[src/rtl/latch_exerciser.sv]
// rtl/latch_exerciser.sv - stimulus/response engine for an external level-sensitive D latch
//
// Purpose:
//   Steps an external D latch through a fixed 10-vector (En,D) sequence, holds
//   each vector for HOLD_CYCLES clocks, and compares the latch's synchronized
//   Q/not_Q against an internal behavioural latch model SETTLE_CYCLES into
//   each step. Failing steps are counted (saturating) and a pass flag is
//   raised when a run ends with no failures.
//
// Ports:
//   clk        in   system clock, rising edge
//   rst_n      in   asynchronous active-low reset
//   start      in   one-cycle run request, ignored while busy
//   q_in       in   latch Q, asynchronous to clk
//   not_q_in   in   latch not_Q, asynchronous to clk
//   en_out     out  registered En drive to the latch
//   d_out      out  registered D drive to the latch
//   busy       out  run in progress
//   done       out  run finished, held until next accepted start or reset
//   pass       out  done with zero failing steps
//   err_count  out  failing step count, saturating at all-ones
//   step       out  current vector index 0..9

module latch_exerciser #(
  parameter int HOLD_CYCLES   = 50,
  parameter int SETTLE_CYCLES = 4,
  parameter int ERR_W         = 4
) (
  input  logic             clk,
  input  logic             rst_n,
  input  logic             start,
  input  logic             q_in,
  input  logic             not_q_in,
  output logic             en_out,
  output logic             d_out,
  output logic             busy,
  output logic             done,
  output logic             pass,
  output logic [ERR_W-1:0] err_count,
  output logic [3:0]       step
);

  localparam int               CNT_W     = $clog2(HOLD_CYCLES + 1);
  localparam logic [CNT_W-1:0] CNT_LAST  = CNT_W'(HOLD_CYCLES - 1);
  localparam logic [CNT_W-1:0] CNT_CMP   = CNT_W'(SETTLE_CYCLES - 1);
  localparam logic [3:0]       LAST_STEP = 4'd9;

  typedef enum logic [1:0] {
    S_IDLE,
    S_DRIVE,
    S_DONE
  } state_t;

  // Vector table, returned as {en, d}.
  function automatic logic [1:0] vec_rom(input logic [3:0] idx);
    logic [1:0] v;
    case (idx)
      4'd0:    v = 2'b00;
      4'd1:    v = 2'b10;
      4'd2:    v = 2'b11;
      4'd3:    v = 2'b10;
      4'd4:    v = 2'b00;
      4'd5:    v = 2'b01;
      4'd6:    v = 2'b11;
      4'd7:    v = 2'b01;
      4'd8:    v = 2'b00;
      4'd9:    v = 2'b01;
      default: v = 2'b00;
    endcase
    return v;
  endfunction

  state_t             state_q, state_d;
  logic               en_q, en_d;
  logic               dv_q, dv_d;
  logic               done_q, done_d;
  logic [ERR_W-1:0]   err_q, err_d;
  logic [3:0]         step_q, step_d;
  logic [CNT_W-1:0]   cnt_q, cnt_d;
  logic               model_q_q, model_q_d;
  logic               model_valid_q, model_valid_d;

  // Two-flop synchronizers for the asynchronous latch outputs.
  logic               q_meta_q, q_sync_q;
  logic               nq_meta_q, nq_sync_q;

  // Step-entry strobe and the vector being applied on that edge.
  logic               load_vec;
  logic [1:0]         vec;
  logic               step_fail;
  logic [3:0]         step_inc;

  always_ff @(posedge clk or negedge rst_n) begin
    if (!rst_n) begin
      q_meta_q  <= 1'b0;
      q_sync_q  <= 1'b0;
      nq_meta_q <= 1'b0;
      nq_sync_q <= 1'b0;
    end else begin
      q_meta_q  <= q_in;
      q_sync_q  <= q_meta_q;
      nq_meta_q <= not_q_in;
      nq_sync_q <= nq_meta_q;
    end
  end

  always_ff @(posedge clk or negedge rst_n) begin
    if (!rst_n) begin
      state_q       <= S_IDLE;
      en_q          <= 1'b0;
      dv_q          <= 1'b0;
      done_q        <= 1'b0;
      err_q         <= '0;
      step_q        <= 4'd0;
      cnt_q         <= '0;
      model_q_q     <= 1'b0;
      model_valid_q <= 1'b0;
    end else begin
      state_q       <= state_d;
      en_q          <= en_d;
      dv_q          <= dv_d;
      done_q        <= done_d;
      err_q         <= err_d;
      step_q        <= step_d;
      cnt_q         <= cnt_d;
      model_q_q     <= model_q_d;
      model_valid_q <= model_valid_d;
    end
  end

  // Non-complementary outputs fail as well as a wrong Q.
  assign step_fail = (q_sync_q != model_q_q) || (nq_sync_q != ~model_q_q);
  assign step_inc  = step_q + 4'd1;

  always_comb begin
    state_d       = state_q;
    en_d          = en_q;
    dv_d          = dv_q;
    done_d        = done_q;
    err_d         = err_q;
    step_d        = step_q;
    cnt_d         = cnt_q;
    model_q_d     = model_q_q;
    model_valid_d = model_valid_q;
    load_vec      = 1'b0;
    vec           = 2'b00;

    case (state_q)
      S_IDLE, S_DONE: begin
        // DONE lasts one cycle but already behaves like IDLE.
        if (state_q == S_DONE) begin
          state_d = S_IDLE;
        end
        if (start) begin
          state_d       = S_DRIVE;
          done_d        = 1'b0;
          err_d         = '0;
          step_d        = 4'd0;
          cnt_d         = '0;
          // Each run starts with an unknown latch state.
          model_q_d     = 1'b0;
          model_valid_d = 1'b0;
          load_vec      = 1'b1;
          vec           = vec_rom(4'd0);
        end
      end

      S_DRIVE: begin
        cnt_d = cnt_q + CNT_W'(1);
        // Single compare cycle per step gives at most one increment.
        if ((cnt_q == CNT_CMP) && model_valid_q && step_fail && (err_q != '1)) begin
          err_d = err_q + ERR_W'(1);
        end
        if (cnt_q == CNT_LAST) begin
          if (step_q < LAST_STEP) begin
            step_d   = step_inc;
            cnt_d    = '0;
            load_vec = 1'b1;
            vec      = vec_rom(step_inc);
          end else begin
            state_d = S_DONE;
            en_d    = 1'b0;
            dv_d    = 1'b0;
            done_d  = 1'b1;
          end
        end
      end

      default: begin
        state_d = S_IDLE;
      end
    endcase

    // Drive the new vector and advance the model on the same edge.
    if (load_vec) begin
      en_d = vec[1];
      dv_d = vec[0];
      if (vec[1]) begin
        model_q_d     = vec[0];
        model_valid_d = 1'b1;
      end
    end
  end

  assign en_out    = en_q;
  assign d_out     = dv_q;
  assign busy      = (state_q == S_DRIVE);
  assign done      = done_q;
  assign pass      = done_q && (err_q == '0);
  assign err_count = err_q;
  assign step      = step_q;

endmodule

[config.mk]
export PLATFORM = sky130hd
export DESIGN_NAME = latch_exerciser
export DESIGN_NICKNAME = d
export VERILOG_FILES = /design/src/rtl/latch_exerciser.sv
export SDC_FILE = /design/constraint.sdc
export NUM_CORES = 1
export LEC_CHECK = 0
export CAP_MARGIN = 20
export CORE_MARGIN = 5
export CORE_UTILIZATION = 48
export DETAILED_ROUTE_END_ITERATION = 10
export GPL_ROUTABILITY_DRIVEN = 0
export PLACE_DENSITY = 0.74
export REMOVE_ABC_BUFFERS = 1
export SETUP_SLACK_MARGIN = 0.15
export SYNTH_ARGS = -nofsm -noshare
export SYNTH_HDL_FRONTEND = slang
export SYNTH_SLANG_ARGS = --single-unit
[constraint.sdc]
create_clock -name clk -period 1.69 [get_ports clk]
set_input_delay 0.169 -clock clk [delete_from_list [all_inputs] [get_ports clk]]
set_output_delay 0.169 -clock clk [all_outputs]
set_load 0.03 [all_outputs]
==> flow_metrics.env, run 1 <==
export IMPL_run_status="finished clean"
export IMPL_worstSkewPairLatency_ps=320
export IMPL_dr_first_iter_drc_count=34
export IMPL_die_x_extent_um=61.87
export IMPL_fraction_of_layout_instances_using_a_drive_strength_above_1=0.3276
export IMPL_critical_path_required_ps=1900
export IMPL_cts_tree="done"
export IMPL_fraction_of_the_yosys_area_taken_by_sequential_cells=0.4845
export IMPL_route_antenna_remaining_nets=0
export IMPL_totalWireLength_um=3096
export IMPL_power_share_combinational=0.045
export IMPL_multiplexer_share_of_the_synthesized_area=0.03876
export IMPL_synth_compound_gate_area_share=0.1453
export IMPL_power_leakage_nw=0.8256
export IMPL_ys_flop_type="sky130_fd_sc_hd__dfrtp_1"
export IMPL_first_pass_iteration_count_of_the_detailed_router=4
export IMPL_power_switching_share=0.2351
export IMPL_crit_path_end_kind="flip-flop"
export IMPL_grt_first_pass_wirelength_um=4857
export IMPL_portBuffers=17
export IMPL_cellPowerDensity_nw_per_um2=518.7
export IMPL_final_min_clock_period_ps=1653
export IMPL_ctsLongestPathBuffers=2
export IMPL_core_area_um2=2522
export IMPL_synth_xor_area_frac=0.01357
export IMPL_dominant_combinational_cell_family_by_area_after_synthesis="simple AND/OR/NAND/NOR gates"
export IMPL_power_frac_seq=0.654
export IMPL_max_slew_worst_pin_slew_ps=471.1
export IMPL_route_vias_total=1127
export IMPL_synth_area_per_cell_um2=10.01
export IMPL_syn_inst=129
export IMPL_overflow=0
export IMPL_syn2layout_area_growth_pct=39.24
export IMPL_grt_setup_unrepaired="yes"
export IMPL_htree_levels=1
export IMPL_net_switching_power_uw=219.3
export IMPL_hold_bufs_inserted_after_cts=0
export IMPL_viasPerCell=5.525
export IMPL_number_of_enable_flip_flop_cells_after_synthesis=0
export IMPL_slew_headroom=0.6859
export IMPL_cellInternalPower_uw=713.3
export IMPL_finalMaxSlewViolations=0
export IMPL_detailedPlacementHpwl_um=2099
export IMPL_grt_use_total=0.1708
export IMPL_top_cells_by_area_in_the_synthesized_netlist="sky130_fd_sc_hd__dfrtp_1 48%, sky130_fd_sc_hd__ha_1 6.8%, sky130_fd_sc_hd__nand2_1 5.8%"
export IMPL_cp_data_arrival_time_ps=1860
export IMPL_grt_start_max_net_pins=26
export IMPL_grt_antenna_before_repair=0
export IMPL_power_uw=932.6
export IMPL_min_period_over_period=0.9779
export IMPL_dieHeight_um=61.87
export IMPL_synthDistinctLibCells=37
export IMPL_category_of_the_worst_setup_path_launch_point="flip-flop"
export IMPL_synth_seq_cells=25
export IMPL_maximum_operating_frequency_ghz=0.6051
export IMPL_clockPowerShare=0.301
export IMPL_cts_buffers_inserted=3
export IMPL_clockRootBuffer="sky130_fd_sc_hd__clkbuf_4"
export IMPL_synthDominantCellAreaShare=0.4845
export IMPL_clock_sink_count=25
export IMPL_setup_tns_ps=0
export IMPL_synth_simple_area_share=0.2141
export IMPL_final_nets=187
export IMPL_netlist_top_cell_by_area="sky130_fd_sc_hd__dfrtp_1"
export IMPL_clock_skew_ps=2.017
export IMPL_timing_final_hold_violations=0
export IMPL_drt_wirelength_per_cell_um=15.18
export IMPL_layout_cells_most_common="sky130_fd_sc_hd__buf_4"
export IMPL_antenna_cells_inserted=0
export IMPL_std_cell_rows=18
export IMPL_initial_utilization=0.5119
export IMPL_area_enclosed_by_the_die_boundary_um2=3827
export IMPL_synth_adder_area_share=0.06783
export IMPL_detail_route_drc_violations=0
export IMPL_synth_warnings=0
export IMPL_post_synth_instance_area_um2=1291
export IMPL_layout_common_cells="25 x sky130_fd_sc_hd__buf_4, 24 x sky130_fd_sc_hd__dfrtp_1, 20 x sky130_fd_sc_hd__nand2_1"
export IMPL_critical_path_max_fanout=3
export IMPL_irDropWorstVdd_uv=489.2
export IMPL_synth_async_sr_flop_share=1.000
export IMPL_report_final_setup_viol=0
export IMPL_worst_hold_path_type="in2async"
export IMPL_worst_setup_hold_path_clk_slew_ps=150
export IMPL_io_pins=18
export IMPL_worstSetupPathType="reg2reg"
export IMPL_first_global_vias=1125
export IMPL_maxCapViolCount=0
## cells by family after synthesis
group | count (synthesis)
simple gates | 53
xor+xnor | 2
mux | 5
buf+inv | 10
fa+ha+maj | 7
flops | 25
compound gates | 27
## Yosys cell counts, types with 2 or more instances
master                     count
sky130_fd_sc_hd__dfrtp_1      25
sky130_fd_sc_hd__nand2_1      20
sky130_fd_sc_hd__o21ai_0      12
sky130_fd_sc_hd__inv_1         8
sky130_fd_sc_hd__nand3_1       8
sky130_fd_sc_hd__ha_1          7
sky130_fd_sc_hd__mux2i_1       5
sky130_fd_sc_hd__nor2_1        5
sky130_fd_sc_hd__nand2b_1      3
sky130_fd_sc_hd__nor3_1        3
sky130_fd_sc_hd__o22ai_1       3
sky130_fd_sc_hd__a21o_1        2
sky130_fd_sc_hd__a21oi_1       2
sky130_fd_sc_hd__o211ai_1      2
sky130_fd_sc_hd__xor2_1        2
## stage by stage
step | worst slack, ps | utilization | cell area (um2) | hold WS [ps] | instances
2_1_floorplan | -186.0 | - | 1279 | -126.6 | 128
3_3_place_gp | 33.91 | 0.6488 | 1637 | 335.5 | 195
3_5_place_dp | -22.22 | 0.6488 | 1637 | 341.2 | 195
4_1_cts | 32.83 | 0.6716 | 1694 | 204.7 | 201
5_1_grt | -54.06 | 0.7128 | 1798 | 210.9 | 204
6_report | 37.42 | 0.7128 | 1798 | 198.0 | 204
## path summary, 6_finish.rpt
check                          start        end  slack (ps)  cells past startpoint
min in group clk            not_q_in  nq_meta_q         270                      1
max reg2reg                 cnt_q[1]  model_q_q          40                      6
min                            rst_n     en_out         200                      2
max                         cnt_q[1]  model_q_q          40                      6
min reg2reg                nq_meta_q  nq_sync_q         370                      0
max in group asynchronous      rst_n   cnt_q[5]        1220                      2
## power groups by stage
stage,clock (mW),sequential [mW],combinational [mW]
floorplan,0,0.626,0.00647
global placement,0,0.620,0.0420
detailed placement,0,0.621,0.0432
CTS,0.283,0.610,0.0415
global route,0.318,0.612,0.0468
finish,0.280,0.610,0.0419
## flip-flops by register name, summed over array words and instances (netlist names)
register and cells:
q_meta_q 1, state_q 2, q_sync_q 1, done 1
cnt_q 6, nq_sync_q 1, err_count 4, step 4
en_out 1, model_q_q 1, d_out 1, nq_meta_q 1
model_valid_q 1
## per-layer routing
| layer | up-vias | global-route usage | part of all wire |
|---|---|---|---|
| met5 | - | 0 | 0 |
| met4 | 0 | 0.03939 | 0.0045 |
| met3 | 3 | 0.02273 | 0.046 |
| met2 | 24 | 0.3064 | 0.50 |
| met1 | 555 | 0.2180 | 0.45 |
| li1 | 545 | - | - |
## repair_timing
action | CTS | global route
cloned | 0 | 0
setup buffers | 2 | 3
pin swaps | 8 | 11
endpoints found under the hold margin | 0 | 0
endpoints found under the setup margin | 27 | 24
resized for setup | 27 | 34
## area by class of cell
cell class / instances / area, um2
multi-input combinational: 94 / 724.4
fill: 198 / 724.4
sequential: 25 / 626.9
timing repair buffer: 42 / 344.1
tap: 30 / 37.54
inverter: 9 / 35.03
clock buffer: 3 / 22.52
clock inverter: 1 / 7.507
## worst max-delay path: stages, from the launching register on
cell and delay, ps:
sky130_fd_sc_hd__dfrtp_1 420, sky130_fd_sc_hd__inv_1 60, sky130_fd_sc_hd__ha_1 120, sky130_fd_sc_hd__and4bb_2 270, sky130_fd_sc_hd__o2111ai_4 110, sky130_fd_sc_hd__a2111o_1 410
sky130_fd_sc_hd__mux2i_1 140
Power figures use the tool's default switching activity.
==> run 2: changes to the inputs <==
--- a/config.mk
+++ b/config.mk
@@ -6,7 +6,7 @@
 export NUM_CORES = 1
 export LEC_CHECK = 0
 export CAP_MARGIN = 20
-export CORE_MARGIN = 5
+export CORE_MARGIN = 2
 export CORE_UTILIZATION = 48
 export DETAILED_ROUTE_END_ITERATION = 10
 export GPL_ROUTABILITY_DRIVEN = 0
==> run 2 against run 1 <==
  * Clock power down 6%
  * Non-clock buffer count down 1
  * Largest power group unchanged
  * Sequential share of layout area down 1.4 points
  * First-iteration DRC count down 38%
  * Global-route usage up 2.8 points
  * Sequential power about the same
==> flow_metrics.env, run 2 (synthesized netlist as in run 1, its figures left out) <==
export IMPL_htree_levels=1
export IMPL_timing_rr_end="err_count[3]"
export IMPL_r2r_cells=6
export IMPL_slew_headroom=0.6408
export IMPL_layout_cells_most_common="sky130_fd_sc_hd__dfrtp_1"
export IMPL_grt_antenna_before_repair=0
export IMPL_cellPowerDensity_nw_per_um2=488.7
export IMPL_report_final_setup_viol=0
export IMPL_multiInputGateArea_um2=785.8
export IMPL_clock_skew_ps=4.842
export IMPL_final_min_clock_period_ps=1687
export IMPL_totalWireLength_um=3299
export IMPL_maximum_operating_frequency_ghz=0.5927
export IMPL_max_slew_worst_pin_slew_ps=538.8
export IMPL_area_enclosed_by_the_die_boundary_um2=3121
export IMPL_final_nets=186
export IMPL_irDropWorstVdd_uv=606.7
export IMPL_cts_tree="done"
export IMPL_route_vias_total=1114
export IMPL_timing_final_hold_violations=0
export IMPL_largest_register_ff_count=6
export IMPL_clock_sink_count=25
export IMPL_critical_path_reg2reg_startpoint="cnt_q[1]"
export IMPL_power_leakage_nw=0.8602
export IMPL_cts_buffers_inserted=3
export IMPL_worstSkewPairLatency_ps=310
export IMPL_fraction_of_layout_instances_using_a_drive_strength_above_1=0.3642
export IMPL_top_layer="met4"
export IMPL_detailedPlacementHpwl_um=2028
export IMPL_wl_met1_um=1470
export IMPL_grt_use_total=0.1988
export IMPL_portBuffers=17
export IMPL_max_flop_register="cnt_q"
export IMPL_run_status="finished clean"
export IMPL_critical_path_required_ps=1930
export IMPL_clockRootBuffer="sky130_fd_sc_hd__clkbuf_4"
export IMPL_worstSetupPathType="reg2reg"
export IMPL_crit_path_end_kind="flip-flop"
export IMPL_ctsLongestPathBuffers=2
export IMPL_final_seq_area_um2=626.9
export IMPL_setup_slack_ps=2.822
export IMPL_viasPerCell=5.488
export IMPL_core_area_um2=2522
export IMPL_dieHeight_um=55.87
export IMPL_min_period_over_period=0.9983
export IMPL_io_pins=18
export IMPL_detail_route_drc_violations=0
export IMPL_maxCapViolCount=0
export IMPL_drt_wirelength_per_cell_um=16.25
export IMPL_detailed_place_area_um2=1637
export IMPL_layout_common_cells="24 x sky130_fd_sc_hd__dfrtp_1, 19 x sky130_fd_sc_hd__nand2_1, 19 x sky130_fd_sc_hd__buf_4"
export IMPL_worst_hold_path_type="in2async"
export IMPL_cp_data_arrival_time_ps=1930
export IMPL_finish_cell_count_without_fillers=203
export IMPL_setup_tns_ps=0
export IMPL_antenna_cells_inserted=0
export IMPL_dp_cells=195
export IMPL_dr_first_iter_drc_count=21
export IMPL_die_x_extent_um=55.87
export IMPL_grt_first_pass_wirelength_um=4899
export IMPL_postLayoutCellArea_um2=1871
export IMPL_initial_utilization=0.5119
export IMPL_grt_setup_unrepaired="yes"
export IMPL_route_met2_wl_um=1659
export IMPL_grt_start_max_net_pins=26
export IMPL_overflow=0
export IMPL_first_pass_iteration_count_of_the_detailed_router=4
export IMPL_category_of_the_worst_setup_path_launch_point="flip-flop"
export IMPL_critical_path_max_fanout=4
export IMPL_placement_setup_worst_slack_ps=-18.40
export IMPL_first_global_vias=1053
export IMPL_syn2layout_area_growth_pct=44.86
export IMPL_std_cell_rows=18
export IMPL_route_antenna_remaining_nets=0
export IMPL_detailroute_wirelength_met3_um=111
export IMPL_finalMaxSlewViolations=0
export IMPL_fillCellCount=183
export IMPL_worst_setup_hold_path_clk_slew_ps=130
export IMPL_reg2reg_slack_ps=3
-- run 2: changes by cell type in the layout (fill, tap and decap cells not counted), moves of 3 or more --
cell / delta
sky130_fd_sc_hd__buf_4: -6
sky130_fd_sc_hd__o21ai_1: -6
sky130_fd_sc_hd__buf_6: +5
sky130_fd_sc_hd__o21ai_2: +6
sky130_fd_sc_hd__ha_4: +3
sky130_fd_sc_hd__ha_2: -3
-- run 2: how the worst max path moves through the flow --
stage | slack, ps | depth (start not counted) | start | endpoint
after floorplan | -190 | 6 | step[0] | model_q_q
after detailed placement | -20 | 6 | cnt_q[1] | model_q_q
after global routing | -160 | 6 | cnt_q[1] | err_count[3]
after CTS | 20 | 5 | err_count[0] | pass
final | 3 | 6 | cnt_q[1] | err_count[3]
after global placement | 30 | 6 | cnt_q[1] | model_q_q
-- run 2: critical path, stage by stage (launching register included) --
cell and delay, ps:
sky130_fd_sc_hd__dfrtp_1 380, sky130_fd_sc_hd__buf_4 130, sky130_fd_sc_hd__ha_4 120, sky130_fd_sc_hd__nor4bb_4 190
sky130_fd_sc_hd__nand4_1 230, sky130_fd_sc_hd__or3_1 410, sky130_fd_sc_hd__a21oi_1 160
-- run 2: cell type report --
type                            instances  area share
Multi-Input combinational cell         94      0.4201
Sequential cell                        25      0.3351
Timing Repair Buffer                   41      0.1920
Tap cell                               30     0.02007
Inverter                                9     0.01873
Clock buffer                            4     0.01405
-- run 2: where the power goes --
| part | internal [mW] | switching [mW] |
|---|---|---|
| sequential | 0.605 | 0.00384 |
| clock | 0.0923 | 0.172 |
| combinational | 0.0172 | 0.0237 |
| total | 0.715 | 0.199 |
-- run 2: timing repair --
item | in CTS | in global routing
gates resized for setup | 22 | 55
setup buffers | 1 | 3
pin swaps | 9 | 22
hold buffers | 0 | 0
setup endpoints to repair | 27 | 24
hold endpoints to repair | 0 | 0
-- run 2: through the flow --
stage	total power [mW]	hold slack, ps	util
final	0.9141	190.1	0.7416
after floorplan	0.6321	-126.6	-
after detailed placement	0.6640	334.7	0.6488
after global placement	0.6623	334.1	0.6488
after CTS	0.9203	194.1	0.6687
after global routing	0.9404	211.2	0.7416
-- run 2: layer usage --
metal,global-route usage,up-vias
met5,0,-
met4,0.06122,0
met3,0.04651,6
met2,0.3282,23
met1,0.2601,539
li1,-,546
